==> src/rtl/ltc2311_pkg.sv <==
// Shared definitions for the LTC2311 emulator and the matching reader.
// Contents: emulator state encoding, default result width and default
// conversion time in system clocks.
package ltc2311_pkg;

  typedef enum logic [1:0] {
    IDLE    = 2'd0,
    CONVERT = 2'd1,
    READY   = 2'd2,
    SHIFT   = 2'd3
  } emu_state_t;

  localparam int LTC2311_DATA_WIDTH  = 16;
  localparam int LTC2311_CONV_CYCLES = 8;

endpackage

==> src/rtl/ltc2311_emulator_if.sv <==
// Serial bus between an LTC2311 reader (master) and the device or its
// emulator (slave).
//   cnv_n : conversion strobe, rise starts a conversion, low enables readout
//   sck   : serial clock, idles high
//   sdo   : serial data from the device, MSB first
interface ltc2311_emulator_if;
  logic cnv_n;
  logic sck;
  logic sdo;

  modport master (output cnv_n, output sck, input sdo);
  modport slave  (input cnv_n, input sck, output sdo);
endinterface

==> src/rtl/sync_edge_detect.sv <==
// Oversampling input synchronizer with edge detection.
// Parameters: SYNC_STAGES (>= 2) flops in the chain, RESET_VAL for the value
// the chain and history flop hold out of reset.
// Ports:
//   clk, reset : system clock, synchronous active-high reset
//   i_async    : asynchronous input pin
//   o_level    : synchronized level
//   o_rise     : one-cycle high on a synchronized 0->1 transition
//   o_fall     : one-cycle high on a synchronized 1->0 transition
module sync_edge_detect #(
  parameter int   SYNC_STAGES = 2,
  parameter logic RESET_VAL   = 1'b0
) (
  input  logic clk,
  input  logic reset,
  input  logic i_async,
  output logic o_level,
  output logic o_rise,
  output logic o_fall
);

  logic [SYNC_STAGES-1:0] r_sync;
  logic                   r_hist;

  always_ff @(posedge clk) begin
    if (reset) begin
      r_sync <= {SYNC_STAGES{RESET_VAL}};
      r_hist <= RESET_VAL;
    end else begin
      r_sync <= {r_sync[SYNC_STAGES-2:0], i_async};
      r_hist <= r_sync[SYNC_STAGES-1];
    end
  end

  assign o_level = r_sync[SYNC_STAGES-1];
  assign o_rise  = r_sync[SYNC_STAGES-1] & ~r_hist;
  assign o_fall  = ~r_sync[SYNC_STAGES-1] & r_hist;

endmodule

==> src/rtl/ltc2311_emulator.sv <==
// Device-side model of the LTC2311 serial interface. cnv_n and sck are
// oversampled on clk; a rising cnv_n captures sample_in, and after the
// conversion time the held value is shifted out MSB first on sdo, one bit
// per sck fall.
// Ports:
//   clk, reset     : system clock, synchronous active-high reset
//   sample_in      : value to report, captured at conversion start
//   sample_taken   : one-cycle pulse when sample_in is captured
//   conv_busy      : high while a conversion is in progress
//   frame_done     : one-cycle pulse after the last bit has been shifted
//   err_early_read : one-cycle pulse when cnv_n falls before conversion ends
//   err_extra_sck  : one-cycle pulse on an sck fall outside SHIFT
//   bus            : cnv_n / sck in, sdo out
//
// state   | meaning
// --------+------------------------------------------------------------
// IDLE    | waiting for a cnv_n rise, sdo low
// CONVERT | conversion running, conv_busy high, conv_cnt counting
// READY   | result held, waiting for cnv_n to fall
// SHIFT   | shifting shift_reg out on sdo, one bit per sck fall
module ltc2311_emulator
  import ltc2311_pkg::*;
#(
  parameter int DATA_WIDTH  = LTC2311_DATA_WIDTH,
  parameter int CONV_CYCLES = LTC2311_CONV_CYCLES,
  parameter int SYNC_STAGES = 2
) (
  input  logic                  clk,
  input  logic                  reset,
  input  logic [DATA_WIDTH-1:0] sample_in,
  output logic                  sample_taken,
  output logic                  conv_busy,
  output logic                  frame_done,
  output logic                  err_early_read,
  output logic                  err_extra_sck,
  ltc2311_emulator_if.slave     bus
);

  localparam int CNT_W = (CONV_CYCLES > 1) ? $clog2(CONV_CYCLES) : 1;
  localparam int BIT_W = $clog2(DATA_WIDTH + 1);
  localparam logic [CNT_W-1:0] CONV_LAST = CNT_W'(CONV_CYCLES - 1);
  localparam logic [BIT_W-1:0] BIT_LAST  = BIT_W'(DATA_WIDTH - 1);

  logic w_cnv_level, w_cnv_rise, w_cnv_fall;
  // sdo only moves on sck falls, so the sck level and rise are not needed.
  logic w_sck_level_unused, w_sck_rise_unused, w_sck_fall;

  emu_state_t            r_state;
  logic [DATA_WIDTH-1:0] r_hold;
  logic [DATA_WIDTH-1:0] r_shift;
  logic [CNT_W-1:0]      r_conv_cnt;
  logic [BIT_W-1:0]      r_bit_cnt;
  logic                  r_sdo;
  logic                  r_sample_taken;
  logic                  r_conv_busy;
  logic                  r_frame_done;
  logic                  r_err_early;
  logic                  r_err_extra;

  sync_edge_detect #(
    .SYNC_STAGES (SYNC_STAGES),
    .RESET_VAL   (1'b0)
  ) u_cnv_sync (
    .clk     (clk),
    .reset   (reset),
    .i_async (bus.cnv_n),
    .o_level (w_cnv_level),
    .o_rise  (w_cnv_rise),
    .o_fall  (w_cnv_fall)
  );

  sync_edge_detect #(
    .SYNC_STAGES (SYNC_STAGES),
    .RESET_VAL   (1'b1)
  ) u_sck_sync (
    .clk     (clk),
    .reset   (reset),
    .i_async (bus.sck),
    .o_level (w_sck_level_unused),
    .o_rise  (w_sck_rise_unused),
    .o_fall  (w_sck_fall)
  );

  always_ff @(posedge clk) begin
    if (reset) begin
      r_state        <= IDLE;
      r_hold         <= '0;
      r_shift        <= '0;
      r_conv_cnt     <= '0;
      r_bit_cnt      <= '0;
      r_sdo          <= 1'b0;
      r_sample_taken <= 1'b0;
      r_conv_busy    <= 1'b0;
      r_frame_done   <= 1'b0;
      r_err_early    <= 1'b0;
      r_err_extra    <= 1'b0;
    end else begin
      r_sample_taken <= 1'b0;
      r_frame_done   <= 1'b0;
      r_err_early    <= 1'b0;
      r_err_extra    <= w_sck_fall && (r_state != SHIFT);

      // A cnv rise restarts from any state; in SHIFT it also beats a
      // coincident sck fall and discards the unsent bits.
      if (w_cnv_rise) begin
        r_hold         <= sample_in;
        r_sample_taken <= 1'b1;
        r_conv_cnt     <= '0;
        r_bit_cnt      <= '0;
        r_sdo          <= 1'b0;
        r_conv_busy    <= 1'b1;
        r_state        <= CONVERT;
      end else begin
        case (r_state)
          IDLE: begin
            r_sdo       <= 1'b0;
            r_conv_busy <= 1'b0;
          end
          CONVERT: begin
            if (w_cnv_fall) begin
              r_conv_busy <= 1'b0;
              if (r_conv_cnt == CONV_LAST) begin
                // Fall on the completing cycle still counts as in time.
                r_shift   <= r_hold;
                r_sdo     <= r_hold[DATA_WIDTH-1];
                r_bit_cnt <= '0;
                r_state   <= SHIFT;
              end else begin
                r_err_early <= 1'b1;
                r_sdo       <= 1'b0;
                r_state     <= IDLE;
              end
            end else if (r_conv_cnt == CONV_LAST) begin
              r_conv_busy <= 1'b0;
              r_state     <= READY;
            end else begin
              r_conv_cnt <= r_conv_cnt + 1'b1;
            end
          end
          READY: begin
            r_sdo       <= 1'b0;
            r_conv_busy <= 1'b0;
            if (w_cnv_fall) begin
              r_shift   <= r_hold;
              r_sdo     <= r_hold[DATA_WIDTH-1];
              r_bit_cnt <= '0;
              r_state   <= SHIFT;
            end
          end
          SHIFT: begin
            if (w_sck_fall && !w_cnv_level) begin
              r_shift   <= {r_shift[DATA_WIDTH-2:0], 1'b0};
              r_bit_cnt <= r_bit_cnt + 1'b1;
              if (r_bit_cnt == BIT_LAST) begin
                r_sdo        <= 1'b0;
                r_frame_done <= 1'b1;
                r_state      <= IDLE;
              end else begin
                r_sdo <= r_shift[DATA_WIDTH-2];
              end
            end
          end
          default: r_state <= IDLE;
        endcase
      end
    end
  end

  assign bus.sdo        = r_sdo;
  assign sample_taken   = r_sample_taken;
  assign conv_busy      = r_conv_busy;
  assign frame_done     = r_frame_done;
  assign err_early_read = r_err_early;
  assign err_extra_sck  = r_err_extra;

endmodule
==> src/flat_wrapper.sv <==
// flat-port wrapper written by rule: the top's interface ports become plain ports
module ltc2311_emulator_flat import ltc2311_pkg::*;
#(
  parameter int DATA_WIDTH  = LTC2311_DATA_WIDTH,
  parameter int CONV_CYCLES = LTC2311_CONV_CYCLES,
  parameter int SYNC_STAGES = 2
)
  (clk, reset, sample_in, sample_taken, conv_busy, frame_done, err_early_read, err_extra_sck, bus_cnv_n, bus_sck, bus_sdo);
  ltc2311_emulator_if bus_i ();
  input  logic clk;
  input  logic reset;
  input  logic [DATA_WIDTH-1:0] sample_in;
  output logic sample_taken;
  output logic conv_busy;
  output logic frame_done;
  output logic err_early_read;
  output logic err_extra_sck;
  input wire logic [$bits(bus_i.cnv_n)-1:0] bus_cnv_n;
  input wire logic [$bits(bus_i.sck)-1:0] bus_sck;
  output wire logic [$bits(bus_i.sdo)-1:0] bus_sdo;
  assign bus_i.cnv_n = bus_cnv_n;
  assign bus_i.sck = bus_sck;
  assign bus_sdo = bus_i.sdo;
  ltc2311_emulator #(.DATA_WIDTH(DATA_WIDTH), .CONV_CYCLES(CONV_CYCLES), .SYNC_STAGES(SYNC_STAGES)) u_core (.clk(clk), .reset(reset), .sample_in(sample_in), .sample_taken(sample_taken), .conv_busy(conv_busy), .frame_done(frame_done), .err_early_read(err_early_read), .err_extra_sck(err_extra_sck), .bus(bus_i));
endmodule
==> config.mk <==
export PLATFORM = sky130hd
export DESIGN_NAME = ltc2311_emulator_flat
export DESIGN_NICKNAME = d
export VERILOG_FILES = /design/src/rtl/ltc2311_pkg.sv /design/src/rtl/ltc2311_emulator_if.sv /design/src/rtl/sync_edge_detect.sv /design/src/rtl/ltc2311_emulator.sv /design/src/flat_wrapper.sv
export SDC_FILE = /design/constraint.sdc
export NUM_CORES = 1
export LEC_CHECK = 0
export ABC_AREA = 1
export CAP_MARGIN = 20
export CORE_ASPECT_RATIO = 1.1
export CORE_MARGIN = 1
export CORE_UTILIZATION = 58
export DETAILED_ROUTE_END_ITERATION = 8
export PLACE_DENSITY = 0.91
export REMOVE_ABC_BUFFERS = 1
export SLEW_MARGIN = 20
export SYNTH_ARGS = -nofsm -noshare
export SYNTH_HDL_FRONTEND = slang
export SYNTH_HIERARCHICAL = 1
export SYNTH_SLANG_ARGS = --single-unit
==> constraint.sdc <==
create_clock -name clk -period 2.4 [get_ports clk]
set_input_delay 0.36 -clock clk [delete_from_list [all_inputs] [get_ports clk]]
set_output_delay 0.36 -clock clk [all_outputs]
set_load 0.02 [all_outputs]
Word-level counts from Yosys, hierarchy flattened
Index checks and enable logic that the tools add are counted.
{"block": "op_classes", "add_sub_neg": 2, "n_reduce_logical": 18, "eq_ne": 16, "mux": 31, "n_bitwise": 12}
{"operator": "two-way mux 15 bit", "n": 4}
{"operator": "one-hot mux 15 bit (3 select lines)", "n": 1}
{"operator": "two-way mux 5 bit", "n": 4}
{"operator": "one-hot mux 5 bit (3 select lines)", "n": 1}
{"operator": "AND reduction 5 bit", "n": 3}
{"operator": "two-way mux 1 bit", "n": 12}
{"operator": "two-way mux 2 bit", "n": 6}
{"operator": "inequality test 3 x 2 -> 1 bit, second input constant", "n": 3}
{"operator": "NOT 1 bit", "n": 9}
{"operator": "OR reduction 4 bit", "n": 2}
{"operator": "inequality test 2 x 1 -> 1 bit, second input constant", "n": 3}
{"operator": "inequality test 2 bit, second input constant", "n": 3}
{"operator": "one-hot mux 2 bit (3 select lines)", "n": 1}
{"operator": "AND reduction 6 bit", "n": 1}
{"operator": "nonzero test 3 bit", "n": 2}
{"operator": "adder 5 x 1 -> 5 bit, second input constant", "n": 1}
{"operator": "== test 5 x 4 -> 1 bit, second input constant", "n": 1}
{"operator": "== test 2 bit, second input constant", "n": 2}
{"operator": "inequality test 4 x 3 -> 1 bit, second input constant", "n": 1}
{"operator": "one-hot mux 1 bit (4 select lines)", "n": 1}
{"operator": "AND reduction 2 bit", "n": 2}
{"operator": "nonzero test 4 bit", "n": 1}
{"operator": "OR reduction 2 bit", "n": 2}
{"operator": "adder 3 x 1 -> 3 bit, second input constant", "n": 1}
{"operator": "9 further kinds", "n": 12}
{"block": "totals", "register_bits": 53, "elab_cells": 95, "in_bits": 20}

Longest topological paths before layout
{"block": "depth", "depth_word": 6, "ltp_mapped": 11, "depth_no_buf": 11}

Cells and area by module
Netlist, hierarchy kept.
{"mod": "ltc2311_emulator", "area_each_um2": 2197.1, "n_inst": 1, "cells_each": 309, "seq_area_each_um2": 940.9}
{"mod": "sync_edge_detect at u_core.u_sck_sync", "area_each_um2": 97.6, "n_inst": 1, "cells_each": 13, "seq_area_each_um2": 60.1}
{"mod": "sync_edge_detect at u_core.u_cnv_sync", "area_each_um2": 93.8, "n_inst": 1, "cells_each": 12, "seq_area_each_um2": 60.1}

Least setup slack after synthesis
Ideal clock, no wire load.
{"block": "synth_path", "kind": "reg-to-reg", "startpoint": "reg u_core.r_conv_cnt[0]", "endpoint": "reg u_core.r_shift[10]", "period_less_slack_ps": 1489, "path_stages_with_launch": 12, "required_ps": 2288, "arrival_ps": 1376, "setup_time_ps": 112, "slack_ps": 911, "cell_sequence": "dfxtp_1 -> ha_1 -> ha_1 -> inv_2 -> nand2_1 -> nand2_2 -> nor2_4 -> nand2_2 -> clkinv_2 -> buf_6 -> nor2_1 -> nor2_2"}
{"block": "synth_between", "elab_chain_len": 3}
{"element": "start: declaration", "line_no": "ltc2311_emulator.sv:51", "source": "logic [CNT_W-1:0] r_conv_cnt;"}
{"element": "start signal: assignment", "line_no": "ltc2311_emulator.sv:137", "source": "r_conv_cnt <= r_conv_cnt + 1'b1;"}
{"element": "== test 3 bit", "line_no": "ltc2311_emulator.sv:122", "source": "if (r_conv_cnt == CONV_LAST) begin"}
{"element": "inequality test 2 x 1 -> 1 bit (no source line)"}
{"element": "AND reduction 6 bit (no source line)"}
{"element": "end signal: assignment", "line_no": "ltc2311_emulator.sv:124", "source": "r_shift <= r_hold;"}
{"element": "end signal: assignment", "line_no": "ltc2311_emulator.sv:144", "source": "r_shift <= r_hold;"}
{"element": "end signal: assignment", "line_no": "ltc2311_emulator.sv:152", "source": "r_shift <= {r_shift[DATA_WIDTH-2:0], 1'b0};"}
{"element": "end: declaration", "line_no": "ltc2311_emulator.sv:50", "source": "logic [DATA_WIDTH-1:0] r_shift;"}
Every way passes these cells.
A chain may end at the register's enable or synchronous reset.

Worst setup path in the final report
{"block": "layout_path", "startpoint": "reg u_core.r_state[0]", "endpoint": "reg u_core.r_shift[3]"}
{"block": "layout_between", "elab_chain_len": 3, "elab_cells_between_ends": 10, "classes_between": "eq/ne (7); mux (1); reduce/logical (2)"}
{"element": "start: declaration", "line_no": "ltc2311_emulator.sv:48", "source": "emu_state_t r_state;"}
{"element": "start signal: assignment", "line_no": "ltc2311_emulator.sv:86", "source": "r_state <= IDLE;"}
{"element": "start signal: assignment", "line_no": "ltc2311_emulator.sv:112", "source": "r_state <= CONVERT;"}
{"element": "start signal: assignment", "line_no": "ltc2311_emulator.sv:127", "source": "r_state <= SHIFT;"}
{"element": "== test 2 bit / == test 2 x 1 -> 1 bit (equally long branches)", "line_no": "ltc2311_emulator.sv:114", "source": "case (r_state)"}
{"element": "inequality test 2 x 1 -> 1 bit (no source line), or another cell as far along"}
{"element": "AND reduction 6 bit (no source line)"}
Parallel ways exist; a longest one is shown, timed or not.

==> flow_summary.ini <==
[status]
outcome = completed

[setup_path]
r2r-end = u_core/r_shift[3]
worstRegToRegCells = 10
crit_required_ns = 2.61
reg2reg_from = u_core/r_state[0]
worstSetupStartpointType = flip-flop
crit_type = flip-flop to flip-flop
cp_max_fo = 20
arrival_ns = 2.05
regToRegSetupSlack_ns = 0.57
end_kind = flip-flop

[cts]
post_cts_resize_count = 0
cts_root_buf = clkbuf_8
post_cts_buffers = 0
clockBufferDepth = 2
hold_buffers = 0
cts_tree = yes
numCtsBuffers = 5
insertion_delay_ns = 0.32
clk_pin_slew_ns = 0.09
clock_sinks = 53
ctsHtreeMaxLevel = 2

[sta]
worst_slack_ns = 0.566
rsz0062_at_grt = no
slew_violations = 0
fin_skew_ns = 0.0108
clock.fmax_mhz = 545
worstMarginPinSlew_ns = 0.543
slew_headroom = 0.638
period_share = 0.764
hold_viol_final = 0
finalSetupViolCount = 0
period_minus_slack_ns = 1.83
tns_ns = 0

[logic_synthesis]
synthesis.area_sq_um = 2380
syn_avg_cell_area_sq_um = 7.16
yosys_warnings = 6
netlist_instances = 333

[route]
first_pass_iters = 5
totalWireLength_microns = 4800
vias = 2084
drtIter0Drc = 110
wire_per_inst_microns = 11.6
ant_nets = 0
vias_per_cell = 5.05
post-route-drc-count = 0

[power_and_ir_drop]
ir_worst_vdd_v = 0.000615
power_density_nw_per_um2 = 997
leakage_nw = 1.22

[global_route]
first_global_vias = 1830
antenna_found_initial = 0
grt_pass1_wl_microns = 8070
overflow = 0
track_usage = 0.237
grt_max_degree = 21

[floorplanning]
die_w_microns = 63.1
die-area_sq_um = 4370
design.core.area_sq_um = 3960
num_rows = 24
pin_count = 26
start_util = 0.602
die_h_microns = 69.3

[layout]
drive_above_1_share = 0.0997
fillers = 333
nets = 388
multi_input_area_sq_um = 1090
insertedDiodeCount = 0
area_growth_pct = 16.9
ff_latch_area_sq_um = 1060

[placement]
hpwl_microns = 3280
gp_congestion = 0.845
portBuffers = 25
place_ws_ns = 0.609

[hold_path]
hold_path.class = flip-flop to flip-flop
min_path_cells = 2
min-delay-start = u_core/u_cnv_sync/r_sync[0]
hold_path_end = u_core/u_cnv_sync/r_sync[1]

[flow_run]
maxCapViolCount = 0
==> routing by layer <==
metal	global-route usage	wire (microns)
met5	0	0
met4	0.142	138
met3	0.0576	214
met2	0.378	2280
met1	0.286	2160
==> metrics by stage <==
step | total power [W] | instance area, sq um | hold WS [ns] | cells | util
floorplan | 0.00189 | 2310 | 0.387 | 322 | -
global placement | 0.00209 | 2670 | 0.391 | 405 | 0.673
detailed placement | 0.00214 | 2670 | 0.398 | 405 | 0.673
CTS | 0.00279 | 2790 | 0.415 | 413 | 0.703
global route | 0.00297 | 2790 | 0.438 | 413 | 0.703
finish | 0.00278 | 2790 | 0.412 | 413 | 0.703
==> power by group <==
part / leakage [nW] / switching, W / internal, W
combinational: 0.727 / 0.000647 / 0.000341
sequential: 0.432 / 0.000103 / 0.00105
clock: 0.0574 / 0.000299 / 0.000339
==> final cells by class <==
class | count | area share
inverter | 41 | 0.0557
tap | 52 | 0.0233
timing repair buffer | 31 | 0.106
sequential | 53 | 0.381
clock buffer | 6 | 0.0296
multi-input combinational | 228 | 0.391
clock inverter | 2 | 0.0135
==> flip-flops by register name, summed over array words and instances, names as in the netlist <==
name / flops
u_core/r_conv_cnt: 3
u_core/bus.sdo: 1
u_core/u_cnv_sync/r_hist: 1
u_core/r_shift: 15
u_core/err_early_read: 1
u_core/sample_taken: 1
u_core/u_sck_sync/r_sync: 2
u_core/u_cnv_sync/r_sync: 2
u_core/r_hold: 16
u_core/u_sck_sync/r_hist: 1
u_core/r_state: 2
u_core/conv_busy: 1
u_core/err_extra_sck: 1
u_core/frame_done: 1
u_core/r_bit_cnt: 5
==> worst max-delay path, cell delays in order (launching register included) <==
cell and delay, ns:
dfxtp_1 0.36, inv_1 0.13, ha_1 0.21, inv_1 0.08
nor2_1 0.18, a21oi_2 0.04, buf_4 0.21, nand2_2 0.10
clkinv_2 0.18, nor2_1 0.20, nor2_2 0.05
==> cell usage in the layout, fill, tap and decap left out <==
| cell | n |
|---|---|
| a21boi_0 | 2 |
| a21oi_1 | 19 |
| a21oi_2 | 1 |
| a22o_1 | 3 |
| buf_4 | 6 |
| bufinv_16 | 1 |
| clkbuf_8 | 6 |
| clkdlybuf4s50_1 | 25 |
| clkinv_1 | 1 |
| clkinv_2 | 1 |
| clkinvlp_4 | 1 |
| dfxtp_1 | 53 |
| ha_1 | 8 |
| inv_1 | 37 |
| inv_2 | 2 |
| nand2_1 | 74 |
| nand2_2 | 4 |
| nand3_1 | 20 |
| nand4_1 | 1 |
| nor2_1 | 58 |
| nor2_2 | 13 |
| nor2_4 | 1 |
| nor3_1 | 2 |
| nor3b_1 | 1 |
| nor4_1 | 1 |
| o211ai_1 | 1 |
| o21ai_0 | 18 |
| o21ai_1 | 1 |
==> worst max path at each step <==
stage | endpoint | startpoint
2_1_floorplan | u_core/r_shift[10] | u_core/r_state[1]
5_1_grt | u_core/r_shift[6] | u_core/r_state[1]
6_report | u_core/r_shift[3] | u_core/r_state[0]
3_3_place_gp | u_core/r_hold[1] | reset
4_1_cts | u_core/r_shift[1] | u_core/r_state[1]
3_5_place_dp | u_core/r_shift[3] | u_core/r_state[0]
No activity file was read; power rests on OpenSTA's default activity.
